`src/rtl/bus_word_sequencer.sv`:
```
// bus_word_sequencer: accepts one BUS_SIZE-bit packet over valid/ready, checks
// the header word and streams the payload words out MSB word first under
// downstream backpressure. All outputs are registered.
// Optional build macro SEQ_ERR_CNT_EN adds the saturating err_cnt output.
module bus_word_sequencer #(
    parameter int unsigned           BUS_SIZE  = 16,
    parameter int unsigned           WORD_SIZE = 4,
    parameter logic [WORD_SIZE-1:0]  HEADER    = {WORD_SIZE{1'b1}},
    localparam int unsigned          WORD_NUM  = BUS_SIZE / WORD_SIZE,
    localparam int unsigned          IDX_W     = $clog2(WORD_NUM)
) (
    input  logic                 clk,
    input  logic                 reset,
    input  logic [BUS_SIZE-1:0]  data_input,
    input  logic                 in_valid,
    output logic                 in_ready,
    output logic [WORD_SIZE-1:0] word_out,
    output logic                 word_valid,
    input  logic                 out_ready,
    output logic [IDX_W-1:0]     word_idx,
    output logic                 word_last,
    output logic                 err,
    output logic                 busy
`ifdef SEQ_ERR_CNT_EN
    ,
    output logic [7:0]           err_cnt
`endif
);

    localparam int unsigned PAY_W = BUS_SIZE - WORD_SIZE;

    typedef enum logic [1:0] {StIdle, StSend, StError} state_e;

    state_e               state_q, state_d;
    logic [PAY_W-1:0]     pay_q, pay_d;
    logic [WORD_SIZE-1:0] word_q, word_d;
    logic [IDX_W-1:0]     idx_q, idx_d;
    logic                 valid_q, valid_d;
    logic                 last_q, last_d;
    logic                 err_q, err_d;
    logic                 in_ready_q, in_ready_d;
    logic                 busy_q, busy_d;

    logic                 accept;
    logic                 header_ok;
    logic [PAY_W-1:0]     pay_shift;

    assign accept    = in_valid && in_ready_q;
    assign header_ok = (data_input[BUS_SIZE-1 -: WORD_SIZE] == HEADER);
    // Payload is kept left-aligned; the current word is always the top slice.
    assign pay_shift = pay_q << WORD_SIZE;

    // State and output registers; reset discards any packet in flight
    always_ff @(posedge clk) begin
        if (reset) begin
            state_q    <= StIdle;
            pay_q      <= '0;
            word_q     <= '0;
            idx_q      <= '0;
            valid_q    <= 1'b0;
            last_q     <= 1'b0;
            err_q      <= 1'b0;
            in_ready_q <= 1'b1;
            busy_q     <= 1'b0;
        end else begin
            state_q    <= state_d;
            pay_q      <= pay_d;
            word_q     <= word_d;
            idx_q      <= idx_d;
            valid_q    <= valid_d;
            last_q     <= last_d;
            err_q      <= err_d;
            in_ready_q <= in_ready_d;
            busy_q     <= busy_d;
        end
    end

    // Next-state and next-output logic; everything holds unless changed below
    always_comb begin
        state_d    = state_q;
        pay_d      = pay_q;
        word_d     = word_q;
        idx_d      = idx_q;
        valid_d    = valid_q;
        last_d     = last_q;
        err_d      = err_q;
        in_ready_d = in_ready_q;
        busy_d     = busy_q;

        unique case (state_q)
            StIdle, StError: begin
                if (accept) begin
                    busy_d = 1'b1;
                    if (header_ok) begin
                        state_d    = StSend;
                        pay_d      = data_input[PAY_W-1:0];
                        word_d     = data_input[PAY_W-1 -: WORD_SIZE];
                        idx_d      = IDX_W'(WORD_NUM - 2);
                        valid_d    = 1'b1;
                        last_d     = (WORD_NUM == 2);
                        err_d      = 1'b0;
                        in_ready_d = 1'b0;
                    end else begin
                        state_d = StError;
                        err_d   = 1'b1;
                    end
                end
            end
            StSend: begin
                if (valid_q && out_ready) begin
                    if (idx_q == '0) begin
                        state_d    = StIdle;
                        valid_d    = 1'b0;
                        last_d     = 1'b0;
                        in_ready_d = 1'b1;
                        busy_d     = 1'b0;
                    end else begin
                        pay_d  = pay_shift;
                        word_d = pay_shift[PAY_W-1 -: WORD_SIZE];
                        idx_d  = idx_q - IDX_W'(1);
                        last_d = (idx_q == IDX_W'(1));
                    end
                end
            end
            default: begin
                state_d = StIdle;
            end
        endcase
    end

    assign in_ready   = in_ready_q;
    assign word_out   = word_q;
    assign word_valid = valid_q;
    assign word_idx   = idx_q;
    assign word_last  = last_q;
    assign err        = err_q;
    assign busy       = busy_q;

`ifdef SEQ_ERR_CNT_EN
    logic [7:0] err_cnt_q;

    // Saturating count of rejected packets; only reset clears it
    always_ff @(posedge clk) begin
        if (reset) begin
            err_cnt_q <= 8'h00;
        end else if (accept && !header_ok && (err_cnt_q != 8'hFF)) begin
            err_cnt_q <= err_cnt_q + 8'd1;
        end
    end

    assign err_cnt = err_cnt_q;
`else
    // Counter absent in this build.
`endif

endmodule
```
`config.mk`:
```
export PLATFORM = sky130hd
export DESIGN_NAME = bus_word_sequencer
export DESIGN_NICKNAME = d
export VERILOG_FILES = /design/src/rtl/bus_word_sequencer.sv
export SDC_FILE = /design/constraint.sdc
export NUM_CORES = 1
export LEC_CHECK = 0
export CELL_PAD_IN_SITES_DETAIL_PLACEMENT = 0
export CELL_PAD_IN_SITES_GLOBAL_PLACEMENT = 2
export CORE_MARGIN = 4
export CORE_UTILIZATION = 29
export CTS_BUF_LIST = sky130_fd_sc_hd__clkbuf_16
export DETAILED_ROUTE_END_ITERATION = 8
export PLACE_DENSITY_LB_ADDON = 0.1
export SLEW_MARGIN = 20
export SYNTH_ARGS = -nofsm -noshare
export SYNTH_HDL_FRONTEND = slang
export SYNTH_SLANG_ARGS = --single-unit
export TNS_END_PERCENT = 50
```
`constraint.sdc`:
```
create_clock -name clk -period 1.9 [get_ports clk]
set_clock_uncertainty 0.1 [all_clocks]
set_input_delay 0.38 -clock clk [delete_from_list [all_inputs] [get_ports clk]]
set_output_delay 0.38 -clock clk [all_outputs]
set_load 0.005 [all_outputs]
```
Word-level counts from Yosys, hierarchy flattened
Index checks and enable logic that the tools add are counted.

Output and inout port bits: 11. RAM bits: 0. Memories: 0. Word-level logic and storage cells: 67. Flip-flop bits (word level): 21. Input port bits: 20. Bits in latches: 0. Memory bits (read-only): 0.

Bitwise operators: 0. Reductions and logical operators: 12. Muxes and demuxes: 36. $mul: 0. $lt $le $gt $ge: 0. Equal/unequal tests: 9. $add $sub $neg: 1. Divide/modulo/power cells: 0. Shift-type cells: 0.

Operators by type and width (count): 8-bit 2-to-1 mux (4); 2-bit 2-to-1 mux (8); 4-bit 2-to-1 mux (4); 8-bit one-hot mux with 2 select lines (1); 1-bit 2-to-1 mux (12); 2-bit != test, second input constant (5); 5-bit AND reduction (2); 1-bit one-hot mux with 2 select lines (4); 2-bit one-hot mux with 2 select lines (2); 4-bit one-hot mux with 2 select lines (1); 4-bit AND reduction (2); 2-bit by 1-bit == test with 1-bit output, second input constant (2); 4-bit == test, second input constant (1); 2-bit zero test (2); 3-bit AND reduction (1); 2-bit == test, second input constant (1); 1-bit logical AND (2); 2-bit AND reduction (1); 2-bit nonzero test (1); 2-bit OR reduction (1); 2-bit by 1-bit subtractor with 2-bit output, second input constant (1).

Longest topological paths before layout
Gate-level depths: netlist of the first run.

Word-level depth: 4. Mapped depth: 6. Gate-level depth less buffers: 5.

Least setup slack after synthesis of the first run
No wires, ideal clock.

Path type: reg2reg. From: reg idx_q[0] (netlist: word_idx[0]). To: reg pay_q[4]. Slack: 455 ps. Buffers on the path: 1. Library setup time: 86 ps. Arrival time: 1260 ps. Period minus slack after synthesis: 1445 ps. Stages on the path, launching flop included: 7. Data required time: 1714 ps. Path through: dfxtp_1 inv_1 ha_1 inv_1 buf_4 a221oi_2 a211oi_1.

Word-level cells in the longest chain between the ends: 3.

RTL lines: start, declared (line 37) `logic [IDX_W-1:0] idx_q, idx_d;`; start signal, assigned (line 69) `idx_q <= idx_d;`; 2-bit zero test (line 111) `if (idx_q == '0) begin`; 2-bit != test (no line); 5-bit AND reduction (no line); end signal, assigned (line 67) `pay_q <= pay_d;`; end, declared (line 35) `logic [PAY_W-1:0] pay_q, pay_d;`.

Every way passes these cells. A chain may end at the register's enable or synchronous reset.

Worst setup path after layout of the first run
From: reg in_ready_q (netlist: in_ready). To: out in_ready.

RTL lines: start, declared (line 41) `logic in_ready_q, in_ready_d;`; start signal, assigned (line 73) `in_ready_q <= in_ready_d;`; end, declared (line 16) `output logic in_ready,`.

No word-level cell between the ends.

==> results of run 1 <==
[layout make-up]
cell class,instances,area share [%]
Clock inverter,1,0.237
Inverter,3,0.711
Timing Repair Buffer,38,25.1
Tap cell,48,3.79
Multi-Input combinational cell,72,38.9
Clock buffer,3,4.74
Sequential cell,21,26.5
[sequential cells by signal (all words and copies together), names as in the netlist]
| register | flops |
|---|---|
| state_q | 2 |
| word_idx | 2 |
| word_out | 4 |
| word_valid | 1 |
| in_ready | 1 |
| err | 1 |
| word_last | 1 |
| pay_q | 8 |
| busy | 1 |
[cell usage in the layout (no fill, tap or decap), types with 3 or more instances in the layout]
| master | synthesis | routed |
|---|---|---|
| a211oi_1 | 8 | 8 |
| a21oi_1 | 6 | 6 |
| a221oi_2 | 7 | 7 |
| buf_12 | 1 | 3 |
| buf_4 | 2 | 5 |
| clkbuf_16 | 0 | 3 |
| clkdlybuf4s50_1 | 0 | 30 |
| dfxtp_1 | 21 | 21 |
| inv_1 | 3 | 4 |
| mux2i_1 | 12 | 12 |
| nand2b_1 | 5 | 5 |
| nand3b_1 | 5 | 5 |
| nor2_1 | 3 | 3 |
[cells by family (layout without fill, tap and decap cells)]
group                    after synthesis  after routing  synth area share, %
AO/OA/AOI/OAI                         31             31                 26.1
adder cells (fa/ha/maj)                2              2                 2.25
buffers and inverters                 10             45                 6.86
flip-flops                            21             21                 37.8
multiplexers                          12             12                 10.8
AND/OR/NAND/NOR                       27             27                 16.2
[routing by layer]
layer  part of all wire, %  GRT usage, %  vias to the layer above
li1                      -             -                      476
met1                    47          14.4                      425
met2                    49          19.6                       21
met3                   3.7          1.73                        2
met4                  0.90          4.47                        0
met5                     0             0                        -
[power by group through the flow]
stage	clock [mW]	sequential, mW	combinational (mW)
global route	0.464	0.464	0.146
floorplan	0	0.470	0.0616
global placement	0	0.472	0.135
detailed placement	0	0.472	0.136
CTS	0.445	0.462	0.137
finish	0.438	0.462	0.134
[worst max-delay path by stage]
stage | from | end | depth (start not counted)
after floorplan | word_idx[0]$_SDFFE_PP0P_ | pay_q[4]$_SDFFE_PP0P_ | 6
after global placement | out_ready | word_idx[1]$_SDFFE_PP0P_ | 4
after detailed placement | out_ready | word_idx[1]$_SDFFE_PP0P_ | 4
after CTS | in_ready$_SDFFE_PP1P_ | in_ready | 1
after global routing | word_idx[0]$_SDFFE_PP0P_ | pay_q[1]$_SDFFE_PP0P_ | 6
final | in_ready$_SDFFE_PP1P_ | in_ready | 1
[stage by stage]
step	hold WS (ns)	instances
floorplan	0.351	103
global placement	0.362	182
detailed placement	0.372	182
CTS	0.383	186
global route	0.398	186
finish	0.377	186
==> run_results.csv, run 1 <==
group,metric,value,unit
global_routing,antenna_found_initial,0,
placement,portBuffers,30,
layout,final_area,0.00158,mm2
pwr,p_clk_share,42.4,%
layout,diodes,0,
die,rows,22,
critical_path,cp.required,1.42,ns
drt,postRouteAntennaNets,0,
die,io-pin-count,31,
clock_tree,cts_setup_buffers,0,
clock_tree,clk_path_buf_depth,2,
synth,synthTopCellsByArea,"dfxtp_1, mux2i_1, a221oi_2, a211oi_1, nand3b_1",
synth,ys_ff_latch,21,
layout,multi_input_comb_area,616,um2
placement,place_hpwl,1930,um
global_routing,grt_max_degree,26,
die,die_h,69.9,um
synth,yosysMostFrequentCell,"dfxtp_1",
critical_path,critical_path.cell_chain,"clkdlybuf4s50_1",
critical_path,arrival,1.18,ns
pwr,irDropWorstVdd,0.244,mV
drt,drc,0,
timing,setup_viol,0,
critical_path,rrSetupSlack,0.33,ns
run_status,status,"completed",
drt,wirelength,2680,um
layout,fill_cells,378,
synth,ys.flop_type,"dfxtp_1",
drt,wl_per_cell,14.4,um
pwr,p_switching,218,uW
timing,worst_pin_slew,0.254,ns
placement,placed_area,0.00151,mm2
pwr,total_power,1.03,mW
synth,post_synth_inst_count,103,
pwr,p_leak,0.647,nW
synth,synth_top_cell_by_area,"dfxtp_1",
layout,syn2layout_area_growth,42.4,%
flow_run,maxCapViolCount,0,
synth,yosysWarnings,0,
timing,rsz0062_at_grt,"no",
drt,num_vias,924,
timing,setup_slack,0.242,ns
critical_path,critPathTopFamily,"buffers and inverters",
critical_path,timing.critical_path.slowest_stage_cell,"clkdlybuf4s50_1",
pwr,p_seq_share,44.7,%
placement,preCtsSetupSlack,0.0348,ns
layout,final_util,42.9,%
synth,synthDistinctLibCells,34,
clock_tree,path_clk_slew,0.06,ns
drt,viasPerCell,4.97,
clock_tree,post_cts_resized,0,
critical_path,cpPeakStageDelay,0.53,ns
pwr,powerDensity,653,mW/mm2
critical_path,reg2reg_to,"pay_q[1]$_SDFFE_PP0P_",
clock_tree,htree_num_levels,1,
synth,synth_top_area_share,37.8,%
critical_path,worstPathMaxFanout,6,
hold_path,worstHoldStart,"pay_q[0]$_SDFFE_PP0P_",
timing,tns,0,ns
critical_path,path_class,"reg -> out",
drt,dr.pass1.iters,6,
clock_tree,clkLatencyLatePin,0.25,ns
die,die_x,69.9,um
timing,relSlewSlack,83.1,%
synth,synthArstFlopShare,0,%
die,start_util,30.2,%
timing,fmax,603,MHz
global_routing,gr-total-overflow,0,
hold_path,hold_path.class,"reg -> reg",
critical_path,worst_setup_path_start_kind,"flop",
pwr,p_int,816,uW
critical_path,worstRegToRegCells,6,
critical_path,cp-end-kind,"output port",
hold_path,worstHoldEndpoint,"pay_q[0]$_SDFFE_PP0P_",
critical_path,path_buf_inv,1,
clock_tree,numClockSinks,21,
global_routing,grt_usage,11.5,%
clock_tree,cts-buffers-inserted,3,
global_routing,grt_pass1_vias,1002,
synth,syn-num-nets,125,
layout,drive_gt1_share,15.9,%
timing,finalCritPeriodShare,87.3,%
clock_tree,cts_tree,"done",
timing,drv_slew,0,
timing,fin_crit,1.66,ns
placement,gp_congestion,0.719,
clock_tree,hold_buffers,0,
timing,hold_viol,0,
clock_tree,root_buffer,"clkbuf_16",
hold_path,hold_depth,2,
critical_path,rr_startpoint,"word_idx[0]$_SDFFE_PP0P_",
synth,synthTopCellsByCount,"dfxtp_1, mux2i_1, a211oi_1",
synth,ys_seq_area_share,37.8,%
synth,synth_area,0.00111,mm2
synth,synth-edff-count,0,
pwr,switching_share,21.1,%
synth,syn_avg_cell_area,10.8,um2
die,dieArea,0.00489,mm2
global_routing,grt_pass1_wl,4640,um
die,core_area,0.00369,mm2
drt,drt_iter0_drc,40,
layout,fin_nets,161,
pwr,p_comb_share,13.0,%
layout,seqCellArea,420,um2
Power figures use the tool's default switching activity.
==> inputs of run 2 (changes only) <==
- CAP_MARGIN: not set -> 20
- PLACE_DENSITY: not set -> 0.74
- PLACE_DENSITY_LB_ADDON: 0.1 -> not set
==> run 2 against run 1 <==
Clock power about the same. Non-clock buffer count unchanged. Sequential power about the same. First-iteration DRC count up 28%. Critical path depth unchanged. Utilization down 0.68 points. Sequential share of layout area up 0.43 points. Hold slack worse by 0.00098 ns. Critical endpoint unchanged.
==> run_results.csv, run 2 (synthesis results as in run 1) <==
group,metric,value,unit
hold_path,hold_path.class,"reg -> reg",
placement,preCtsSetupSlack,0.0140,ns
drt,routed-wl-met3,139,um
critical_path,arrival,1.19,ns
critical_path,reg2reg_to,"word_idx[1]$_SDFFE_PP0P_",
timing,fin_crit,1.67,ns
layout,fin_nets,161,
placement,place_hpwl,1920,um
timing,finalCritPeriodShare,87.7,%
clock_tree,numClockSinks,21,
layout,final_util,42.3,%
timing,setup_viol,0,
clock_tree,htree_num_levels,1,
critical_path,worst_setup_path_start_kind,"flop",
layout,final_cells,186,
critical_path,cp.required,1.42,ns
critical_path,path_buf_inv,1,
drt,dr.pass1.iters,4,
critical_path,path_class,"reg -> out",
placement,portBuffers,30,
clock_tree,root_buffer,"clkbuf_16",
drt,drt_iter0_drc,51,
run_status,status,"completed",
hold_path,worstHoldStart,"pay_q[1]$_SDFFE_PP0P_",
hold_path,hold_depth,2,
clock_tree,path_clk_slew,0.06,ns
layout,final_area,0.00156,mm2
critical_path,worstRegToRegCells,6,
critical_path,rr_startpoint,"word_idx[0]$_SDFFE_PP0P_",
layout,syn2layout_area_growth,40.2,%
die,core_area,0.00369,mm2
layout,diodes,0,
timing,setup_slack,0.234,ns
layout,layout_common_cells,"clkdlybuf4s50_1, dfxtp_1, mux2i_1",
timing,worst_pin_slew,0.259,ns
clock_tree,cts_tree,"done",
flow_run,maxCapViolCount,0,
pwr,p_int,812,uW
drt,drc,0,
drt,postRouteAntennaNets,0,
critical_path,path_depth,1,
drt,wl_met2,1200,um
layout,largest_reg_flops,8,
timing,tns,0,ns
pwr,p_leak,0.639,nW
global_routing,gr-total-overflow,0,
critical_path,critical_path.cell_chain,"clkdlybuf4s50_1",
pwr,powerDensity,662,mW/mm2
drt,wirelength,2650,um
clock_tree,post_cts_resized,0,
layout,drive_gt1_share,15.9,%
clock_tree,cts-buffers-inserted,3,
critical_path,cpPeakStageDelay,0.53,ns
clock_tree,clkLatencyLatePin,0.25,ns
drt,num_vias,928,
global_routing,grt_usage,11.3,%
pwr,p_switching,219,uW
hold_path,worstHoldEndpoint,"pay_q[1]$_SDFFE_PP0P_",
critical_path,worstPathMaxFanout,6,
layout,final_common_cell,"clkdlybuf4s50_1",
die,die_x,69.9,um
timing,fmax,600,MHz
global_routing,grt_max_degree,26,
timing,relSlewSlack,82.7,%
timing,drv_slew,0,
critical_path,critPathTopFamily,"buffers and inverters",
clock_tree,clk_path_buf_depth,2,
die,start_util,30.2,%
drt,drt-met1-wl,1270,um
layout,largest_register,"pay_q",
timing,rsz0062_at_grt,"no",
clock_tree,hold_buffers,0,
drt,viasPerCell,4.99,
die,die_h,69.9,um
global_routing,grt_pass1_vias,956,
die,io-pin-count,31,
pwr,irDropWorstVdd,0.274,mV
critical_path,rrSetupSlack,0.30,ns
placement,gp_congestion,0.766,
placement,placed_area,0.00148,mm2
pwr,p_comb_share,12.6,%
global_routing,grt_pass1_wl,4510,um
die,rows,22,
global_routing,antenna_found_initial,0,
pwr,switching_share,21.3,%
timing,hold_viol,0,
drt,highest_layer,"met4",
critical_path,timing.critical_path.slowest_stage_cell,"clkdlybuf4s50_1",
pwr,p_seq_share,44.8,%
pwr,p_clk_share,42.6,%
die,dieArea,0.00489,mm2
placement,place_inst,182,
clock_tree,cts_setup_buffers,0,
critical_path,cp-end-kind,"output port",
drt,wl_per_cell,14.3,um
==> run 2: worst max path at each step <==
stage | startpoint | to | slack (ns)
2_1_floorplan | word_idx[0]$_SDFFE_PP0P_ | pay_q[4]$_SDFFE_PP0P_ | 0.45
3_3_place_gp | out_ready | word_idx[1]$_SDFFE_PP0P_ | 0.06
3_5_place_dp | out_ready | word_idx[1]$_SDFFE_PP0P_ | 0.01
4_1_cts | in_ready$_SDFFE_PP1P_ | in_ready | 0.22
5_1_grt | word_idx[0]$_SDFFE_PP0P_ | word_idx[1]$_SDFFE_PP0P_ | 0.18
6_report | in_ready$_SDFFE_PP1P_ | in_ready | 0.23
==> run 2: layout make-up <==
class	instances	area [um2]
fillers	378	2130
clock inverters	1	3.75
repair buffers	38	373
multi-input cells	72	616
well taps	48	60.1
clock buffers	3	75.1
flip-flops and latches	21	420
inverters	3	11.3
==> run 2: power by group through the flow <==
stage	combinational (mW)	sequential, mW	clock, mW
floorplan	0.0616	0.470	0
global placement	0.131	0.472	0
detailed placement	0.131	0.472	0
CTS	0.131	0.462	0.449
global route	0.141	0.463	0.475
finish	0.130	0.462	0.440
==> run 2: stage by stage <==
| stage | total power [mW] | hold WS [ns] |
|---|---|---|
| after floorplan | 0.532 | 0.351 |
| after global placement | 0.602 | 0.365 |
| after detailed placement | 0.603 | 0.374 |
| after CTS | 1.04 | 0.382 |
| after global routing | 1.08 | 0.411 |
| final | 1.03 | 0.376 |
==> run 2: metal layers <==
| layer | track usage, % | up-vias |
|---|---|---|
| li1 | - | 475 |
| met1 | 14.4 | 420 |
| met2 | 17.7 | 28 |
| met3 | 3.17 | 5 |
| met4 | 4.89 | 0 |
| met5 | 0 | - |
==> inputs of run 3 (changes only) <==
- SLEW_MARGIN: 20 -> 0
==> results of run 3 <==
Same layout as run 2: the final DEF is identical, and so are final timing and power.
